File: config.mk
export PLATFORM = sky130hd
export DESIGN_NAME = id_tracker
export DESIGN_NICKNAME = d
export VERILOG_FILES = /design/src/rtl/id_tracker.sv
export SDC_FILE = /design/constraint.sdc
export NUM_CORES = 1
export LEC_CHECK = 0
export BUFFER_PORTS_ARGS = -buffer_cell sky130_fd_sc_hd__buf_2
export CAP_MARGIN = 20
export CORE_AREA = 2 2 39 41
export CTS_CLUSTER_SIZE = 8
export DETAILED_ROUTE_END_ITERATION = 8
export DIE_AREA = 0 0 41 43
export PLACE_DENSITY = 0.32
export SYNTH_ARGS = -nofsm -noshare
export SYNTH_HDL_FRONTEND = slang
export SYNTH_SLANG_ARGS = --single-unit
File: constraint.sdc
create_clock -name clk_i -period 1.2 [get_ports clk_i]
set_input_delay 0.18 -clock clk_i [delete_from_list [all_inputs] [get_ports clk_i]]
set_output_delay 0.18 -clock clk_i [all_outputs]
set_load 0.1 [all_outputs]
File: src/rtl/id_tracker.sv
// id_tracker: tracks outstanding transactions per ID in a small associative table.
// Each entry holds an ID and a count; an entry with count 0 is free.
module id_tracker #(
    parameter int ID_WIDTH = 0,
    parameter int CAPACITY = 0,
    parameter int MAX_TXNS = 1,
    localparam int CNT_WIDTH = $clog2(MAX_TXNS + 1),
    // Clamped width so an unconfigured instance still elaborates; the check below flags it.
    localparam int IDW = (ID_WIDTH >= 1) ? ID_WIDTH : 1
) (
    input  logic                 clk_i,
    input  logic                 rst_ni,
    input  logic [IDW-1:0]       issue_id_i,
    input  logic                 issue_req_i,
    output logic                 issue_gnt_o,
    input  logic [IDW-1:0]       retire_id_i,
    input  logic                 retire_req_i,
    output logic                 retire_gnt_o,
    output logic                 retire_err_o,
    input  logic [IDW-1:0]       query_id_i,
    output logic [CNT_WIDTH-1:0] query_cnt_o,
    output logic                 empty_o,
    output logic                 full_o
);

    localparam int NUM = (CAPACITY >= 1) ? CAPACITY : 1;
    localparam logic [CNT_WIDTH-1:0] CNT_MAX = CNT_WIDTH'(MAX_TXNS);

    logic [IDW-1:0]       ent_id  [NUM];
    logic [CNT_WIDTH-1:0] ent_cnt [NUM];

    logic [NUM-1:0]       used;
    logic [NUM-1:0]       issue_match;
    logic [NUM-1:0]       retire_match;
    logic [NUM-1:0]       alloc_sel;
    logic [NUM-1:0]       inc;
    logic [NUM-1:0]       dec;
    logic                 issue_hit;
    logic                 retire_hit;
    logic                 alloc_found;
    logic [CNT_WIDTH-1:0] issue_cnt;

    // Parameter sanity: every dimension must be at least one.
    always_comb begin
        assert (ID_WIDTH >= 1 && CAPACITY >= 1 && MAX_TXNS >= 1)
            else $error("id_tracker: ID_WIDTH, CAPACITY and MAX_TXNS must all be >= 1");
    end

    // Lookup of issue/retire/query IDs against registered table state only.
    always_comb begin
        used         = '0;
        issue_match  = '0;
        retire_match = '0;
        alloc_sel    = '0;
        alloc_found  = 1'b0;
        issue_cnt    = '0;
        query_cnt_o  = '0;
        for (int i = 0; i < NUM; i++) begin
            used[i]         = (ent_cnt[i] != '0);
            issue_match[i]  = used[i] && (ent_id[i] == issue_id_i);
            retire_match[i] = used[i] && (ent_id[i] == retire_id_i);
            if (issue_match[i]) begin
                issue_cnt = issue_cnt | ent_cnt[i];
            end
            if (used[i] && (ent_id[i] == query_id_i)) begin
                query_cnt_o = query_cnt_o | ent_cnt[i];
            end
            if (!used[i] && !alloc_found) begin
                alloc_sel[i] = 1'b1;
                alloc_found  = 1'b1;
            end
        end
        issue_hit  = |issue_match;
        retire_hit = |retire_match;
    end

    // Handshake outputs and per-entry increment/decrement strobes.
    always_comb begin
        empty_o      = ~|used;
        full_o       = &used;
        issue_gnt_o  = issue_req_i && (issue_hit ? (issue_cnt < CNT_MAX) : !full_o);
        retire_gnt_o = retire_req_i;
        retire_err_o = retire_req_i && !retire_hit;
        for (int i = 0; i < NUM; i++) begin
            inc[i] = issue_gnt_o && (issue_hit ? issue_match[i] : alloc_sel[i]);
            dec[i] = retire_req_i && retire_match[i];
        end
    end

    // Table update; an entry hit by both an issue and a retire keeps its count.
    always_ff @(posedge clk_i or negedge rst_ni) begin
        if (!rst_ni) begin
            for (int i = 0; i < NUM; i++) begin
                ent_id[i]  <= '0;
                ent_cnt[i] <= '0;
            end
        end else begin
            for (int i = 0; i < NUM; i++) begin
                if (inc[i] && !dec[i]) begin
                    ent_cnt[i] <= ent_cnt[i] + CNT_WIDTH'(1);
                end else if (dec[i] && !inc[i]) begin
                    ent_cnt[i] <= ent_cnt[i] - CNT_WIDTH'(1);
                end
                if (inc[i] && !issue_hit) begin
                    ent_id[i] <= issue_id_i;
                end
            end
        end
    end

endmodule

==> summary.md, run 1 <==
| Metric | Value |
|---|---|
| Worst Tran Pin Value | `0.483 ns` |
| Post-synthesis cell type count | `10` |
| Status | `finished, violations left` |
| Post-Syn Area | `124 sq um` |
| # setup viols final | `6` |
| Initial antenna violation count | `0` |
| Total Wirelength | `440 um` |
| Max Cap Viol | `0` |
| Aggregate global routing overflow | `0` |
| Top-area cell type share of the netlist area | `40.4%` |
| TritonCTS Buffers | `3` |
| Layout cells sized above 1 | `between 70% and 80%` |
| Pin count of the biggest net entering global routing | `6` |
| Clk Latency, worst-skew pair | `0.24 ns` |
| Critical path launch point type | `register` |
| WL per Instance | `between 9 and 10 um` |
| Met1 Use GR | `under 10%` |
| Clk_skew | `~0.0071 ns` |
| Top cells by area, synth | `dfrtp_1, mux2_4, nor2b_2, xnor2_1, xor2_1` |
| DR iter-0 viols | `0` |
| DRC | `0` |
| Post-synth EDFFs | `0` |
| Commonest cells post-synth | `dfrtp_1, nor2_1` |
| Vias in the first global route | `200` |
| Die height | `~43 um` |
| DP Cell Count | `39` |
| Ys async rst share | `100%` |
| Yosys reg bits | `2` |
| RR Endpoint | `ent_id$_DFFE_PN0P_` |
| Grt met3 use | `8.90%` |
| Root buf cell | `clkbuf_4` |
| Crit path DAT | `1.17 ns` |
| Met2 usage | `10.9%` |
| Syn_area_per_cell | `~10 sq um` |
| R2R setup slack | `0 ns` |
| Clk slew on worst S/H paths | `roughly 0.04 ns` |
| Crit-path slowest cell | `dfrtp_1` |
| RSZ-0062 raised after global routing | `yes` |
| N_diodes | `0` |
| Boundary pin count | `13` |
| CP max stage delay | `0.40 ns` |
| Port bufs | `12` |
| Die Area | `1760 sq um` |
| CTS tree | `built` |
| Cells on worst reg2reg path | `3` |
| Top_reg_cell synth | `dfrtp_1` |
| Setup crit end kind | `primary output` |
| Critical-path maximum fanout | `3` |
| Yosys warning total | `0` |
| Net Count, Synth | `19` |
| CP Cell Sequence | `xnor2_1 > a21boi_2 > buf_12` |
| Area delta synth->final | `198%` |
| Minimum clock period | `1.35 ns` |
| Die W | `approximately 40 um` |
| First-pass GRT wire length | `841 um` |
| Worst Setup SP | `ent_id$_DFFE_PN0P_` |
| H-tree depth | `1` |
| Initial core utilization | `8.95%` |
| Core ar. | `1380 sq um` |
| Hold path startpoint | `retire_req_i` |
| Setup ws final | `-0.149 ns` |
| Violations in the final reports | `setup timing` |
| Critical path class | `reg2out` |
| Crit share post-route | `112%` |
| Slew Viols, Final | `0` |
| Final Non-Filler Cells | `48` |
| CP required | `between 1 and 1.5 ns` |
| FP Rows | `14` |
| Synth Instances | `12` |
| Post-synthesis sequential area ratio | `about two fifths` |
| Hold EP | `full_o$_DFFE_PN0P_` |
| Sink Count | `2` |
| Fmax | `741 MHz` |
| Worst rel slew slack | `68.0%` |
| Total number of vias | `175` |
| Post-route ant nets | `0` |
| Hold crit path type | `in2reg` |
| Synth area leader | `dfrtp_1` |
| RR Startpoint | `full_o$_DFFE_PN0P_` |
| NumNets Final | `40` |
| Worst Hold Depth | `2` |
| GRT Max-Usage Layer | `met2` |
| Final hold violations | `0` |
| Pre-antenna DRT Iters | `1` |
| Routability cong. | `0.516` |
| Vias per inst | `3.65` |
| Overall Global Routing Usage | `between 8 and 9%` |
| Deepest clock path buffer count | `2` |
metrics by stage:
step	instance area [sq um]	util [%]	hold WS, ns	setup TNS, ns	setup WS, ns
floorplan	143	-	-0.116	-2.84	-0.823
global placement	290	21.0	-0.0337	0	0.0234
detailed placement	290	21.0	-0.0341	0	0.0213
CTS	365	26.4	0.140	-0.501	-0.174
global route	369	26.7	0.171	-0.665	-0.211
finish	369	26.7	0.151	-0.444	-0.149
state kept, by name (all words and copies together), names as in the netlist:
register,flops
ent_id,1
full_o,1
worst max-delay path by stage:
| stage | endpoint | slack (ns) |
|---|---|---|
| global route | retire_err_o | -0.21 |
| floorplan | query_cnt_o | -0.82 |
| detailed placement | ent_id$_DFFE_PN0P_ | 0.02 |
| CTS | retire_err_o | -0.17 |
| global placement | ent_id$_DFFE_PN0P_ | 0.02 |
| finish | retire_err_o | -0.15 |
kinds of logic (layout without fill, tap and decap cells):
logic type,after synthesis,after routing,synth area share (%)
flops,2,2,40.4
buf+inv,2,22,9.09
simple gates,3,3,13.1
mux,1,1,12.1
compound gates,2,2,11.1
xor+xnor,2,2,14.1
area by class of cell:
class                           count  area (sq um)
Clock buffer                        4          26.3
Fill cell                         147          1010
Inverter                            1          7.51
Multi-Input combinational cell      8          78.8
Sequential cell                     2          53.8
Tap cell                           16          20.0
Timing Repair Buffer               17           183
metal layers:
layer  vias to the layer above  part of all wire (%)
met1                        80                    34
met4                         0                   2.5
met2                        15                    43
met5                         -                     0
li1                         78                     -
met3                         2                    20
cells in the final DEF, fill, tap and decap left out:
cell type | synthesis | final
nor2_4 | 0 | 1
buf_2 | 0 | 7
dfrtp_1 | 2 | 1
buf_12 | 0 | 5
clkbuf_4 | 0 | 3
a21boi_2 | 0 | 1
clkbuf_1 | 0 | 1
dfrtp_4 | 0 | 1
nor2_1 | 2 | 1
dlygate4sd3_1 | 0 | 1
nor2b_4 | 0 | 1
mux2_4 | 1 | 1
xor2_1 | 1 | 1
xnor2_1 | 1 | 1
buf_6 | 0 | 2
buf_4 | 1 | 2
clkinvlp_4 | 0 | 1
a31oi_1 | 1 | 1
worst max-delay path, delay by kind of cell (launching register included):
family	cells	cell delay (ns)
AO/OA/AOI/OAI	1	0.18
XOR/XNOR	1	0.16
buffers and inverters	1	0.19
flip-flops	1	0.40
timing repair:
action	4_1_cts	5_1_grt
buffers inserted	4	0
setup endpoints to repair	4	6
hold buffers	1	0
resized for setup	2	1
pin swaps	1	0
hold endpoints to repair	2	0
Power of run 1 is left out: the tool's default activity adds up to more than one toggle a clock period on the data nets, which glitch-free logic cannot reach.
==> inputs of run 2 (changes only) <==
--- a/config.mk
+++ b/config.mk
@@ -8,6 +8,7 @@
 export BUFFER_PORTS_ARGS = -buffer_cell sky130_fd_sc_hd__buf_2
 export CAP_MARGIN = 20
 export CORE_AREA = 2 2 39 41
+export CTS_BUF_LIST = sky130_fd_sc_hd__clkbuf_4
 export CTS_CLUSTER_SIZE = 8
 export DETAILED_ROUTE_END_ITERATION = 8
 export DIE_AREA = 0 0 41 43
==> summary.md, run 2 (same netlist as run 1, synthesis figures left out) <==
| Metric | Value |
|---|---|
| Status | `finished, violations left` |
| Violations in the final reports | `setup timing` |
| Critical-path maximum fanout | `3` |
| Die Area | `approximately 1800 sq um` |
| Max Cap Viol | `0` |
| Pin count of the biggest net entering global routing | `6` |
| Most common cell after layout, fill and taps aside | `buf_2` |
| DR iter-0 viols | `3` |
| Hold crit path type | `in2reg` |
| Total number of vias | `167` |
| Critical path launch point type | `register` |
| Slew Viols, Final | `0` |
| Sink Count | `2` |
| CTS tree | `built` |
| Routability cong. | `a little over 0.5` |
| Area delta synth->final | `192%` |
| Crit share post-route | `113%` |
| Fmax | `740 MHz` |
| Critical path class | `reg2out` |
| Setup crit end kind | `primary output` |
| Layout cells sized above 1 | `80.6%` |
| Crit path DAT | `about 1.2 ns` |
| Port bufs | `12` |
| Clk_skew | `roughly 0.0099 ns` |
| N_diodes | `0` |
| Post-route ant nets | `0` |
| Worst rel slew slack | `68.0%` |
| NumNets Final | `39` |
| Pre-antenna DRT Iters | `2` |
| Aggregate global routing overflow | `0` |
| Initial antenna violation count | `0` |
| FP Rows | `14` |
| Root buf cell | `clkbuf_4` |
| Core ar. | `1380 sq um` |
| Clk Latency, worst-skew pair | `0.23 ns` |
| Vias in the first global route | `184` |
| Deepest clock path buffer count | `2` |
| CP required | `1.02 ns` |
| First-pass GRT wire length | `765 um` |
| Boundary pin count | `13` |
| RSZ-0062 raised after global routing | `yes` |
| Final hold violations | `0` |
| Overall Global Routing Usage | `7.43%` |
| DRC | `0` |
| Clk slew on worst S/H paths | `0.04 ns` |
| Pre-CTS WS | `0.0213 ns` |
| Most frequent cells in the layout | `buf_2, buf_12, clkbuf_4` |
| Total negative slack | `-0.438 ns` |
| Vias per inst | `3.55` |
| Die W | `slightly above 40 um` |
| Setup ws final | `-0.152 ns` |
| WL per Instance | `8.96 um` |
| # setup viols final | `6` |
| Initial core utilization | `8.95%` |
| Total Wirelength | `421 um` |
| H-tree depth | `1` |
| TritonCTS Buffers | `3` |
| Minimum clock period | `1.35 ns` |
| Worst Tran Pin Value | `roughly 0.48 ns` |
| Die height | `~43 um` |
-- run 2: changes by cell type in the layout (fill, tap and decap cells not counted) --
cell	delta
clkbuf_4	+1
buf_6	-1
clkbuf_1	-1
-- run 2: worst paths after layout --
check	startpoint	cells after the start	endpoint	slack, ns
worst max-delay path	ent_id$_DFFE_PN0P_	3	retire_err_o	-0.15
worst min-delay path	retire_req_i	2	full_o$_DFFE_PN0P_	0.16
worst max register to register	full_o$_DFFE_PN0P_	3	ent_id$_DFFE_PN0P_	-0.02
worst min register to register	ent_id$_DFFE_PN0P_	1	ent_id$_DFFE_PN0P_	0.59
max in group asynchronous	rst_ni	2	full_o$_DFFE_PN0P_	0.82
min in group asynchronous	rst_ni	2	full_o$_DFFE_PN0P_	0.27
-- run 2: stage by stage --
stage | std cells | hold WS (ns) | utilization [%] | area, sq um
2_1_floorplan | 12 | -0.116 | - | 143
3_3_place_gp | 39 | -0.0337 | 21.0 | 290
3_5_place_dp | 39 | -0.0341 | 21.0 | 290
4_1_cts | 46 | 0.137 | 25.6 | 354
5_1_grt | 47 | 0.164 | 26.1 | 362
6_report | 47 | 0.156 | 26.1 | 362
-- run 2: timing repair --
action | in CTS | in global routing
hold buffers | 1 | 0
pin swaps | 1 | 0
resized for setup | 2 | 0
endpoints found under the setup margin | 5 | 5
endpoints found under the hold margin | 2 | 0
setup buffers | 2 | 1
-- run 2: critical path, cell delays in order, from the launching register on --
cell and delay [ns]:
dfrtp_1 0.40, xnor2_1 0.17, a21boi_2 0.18, buf_12 0.19
-- run 2: area by class of cell --
type	count	area (sq um)
flip-flops and latches	2	53.8
repair buffers	16	171
fillers	146	1020
multi-input cells	8	78.8
inverters	1	7.51
clock buffers	4	30.0
well taps	16	20.0
-- run 2: routing by layer --
layer  up-vias  GRT usage [%]  routed length, um
li1         76              -                  -
met1        78           7.07                166
met2        13           8.44                185
met3         0           8.38                 69
met4         0           6.00                  0
met5         -              0                  0
Power of run 2 is left out for the same reason.
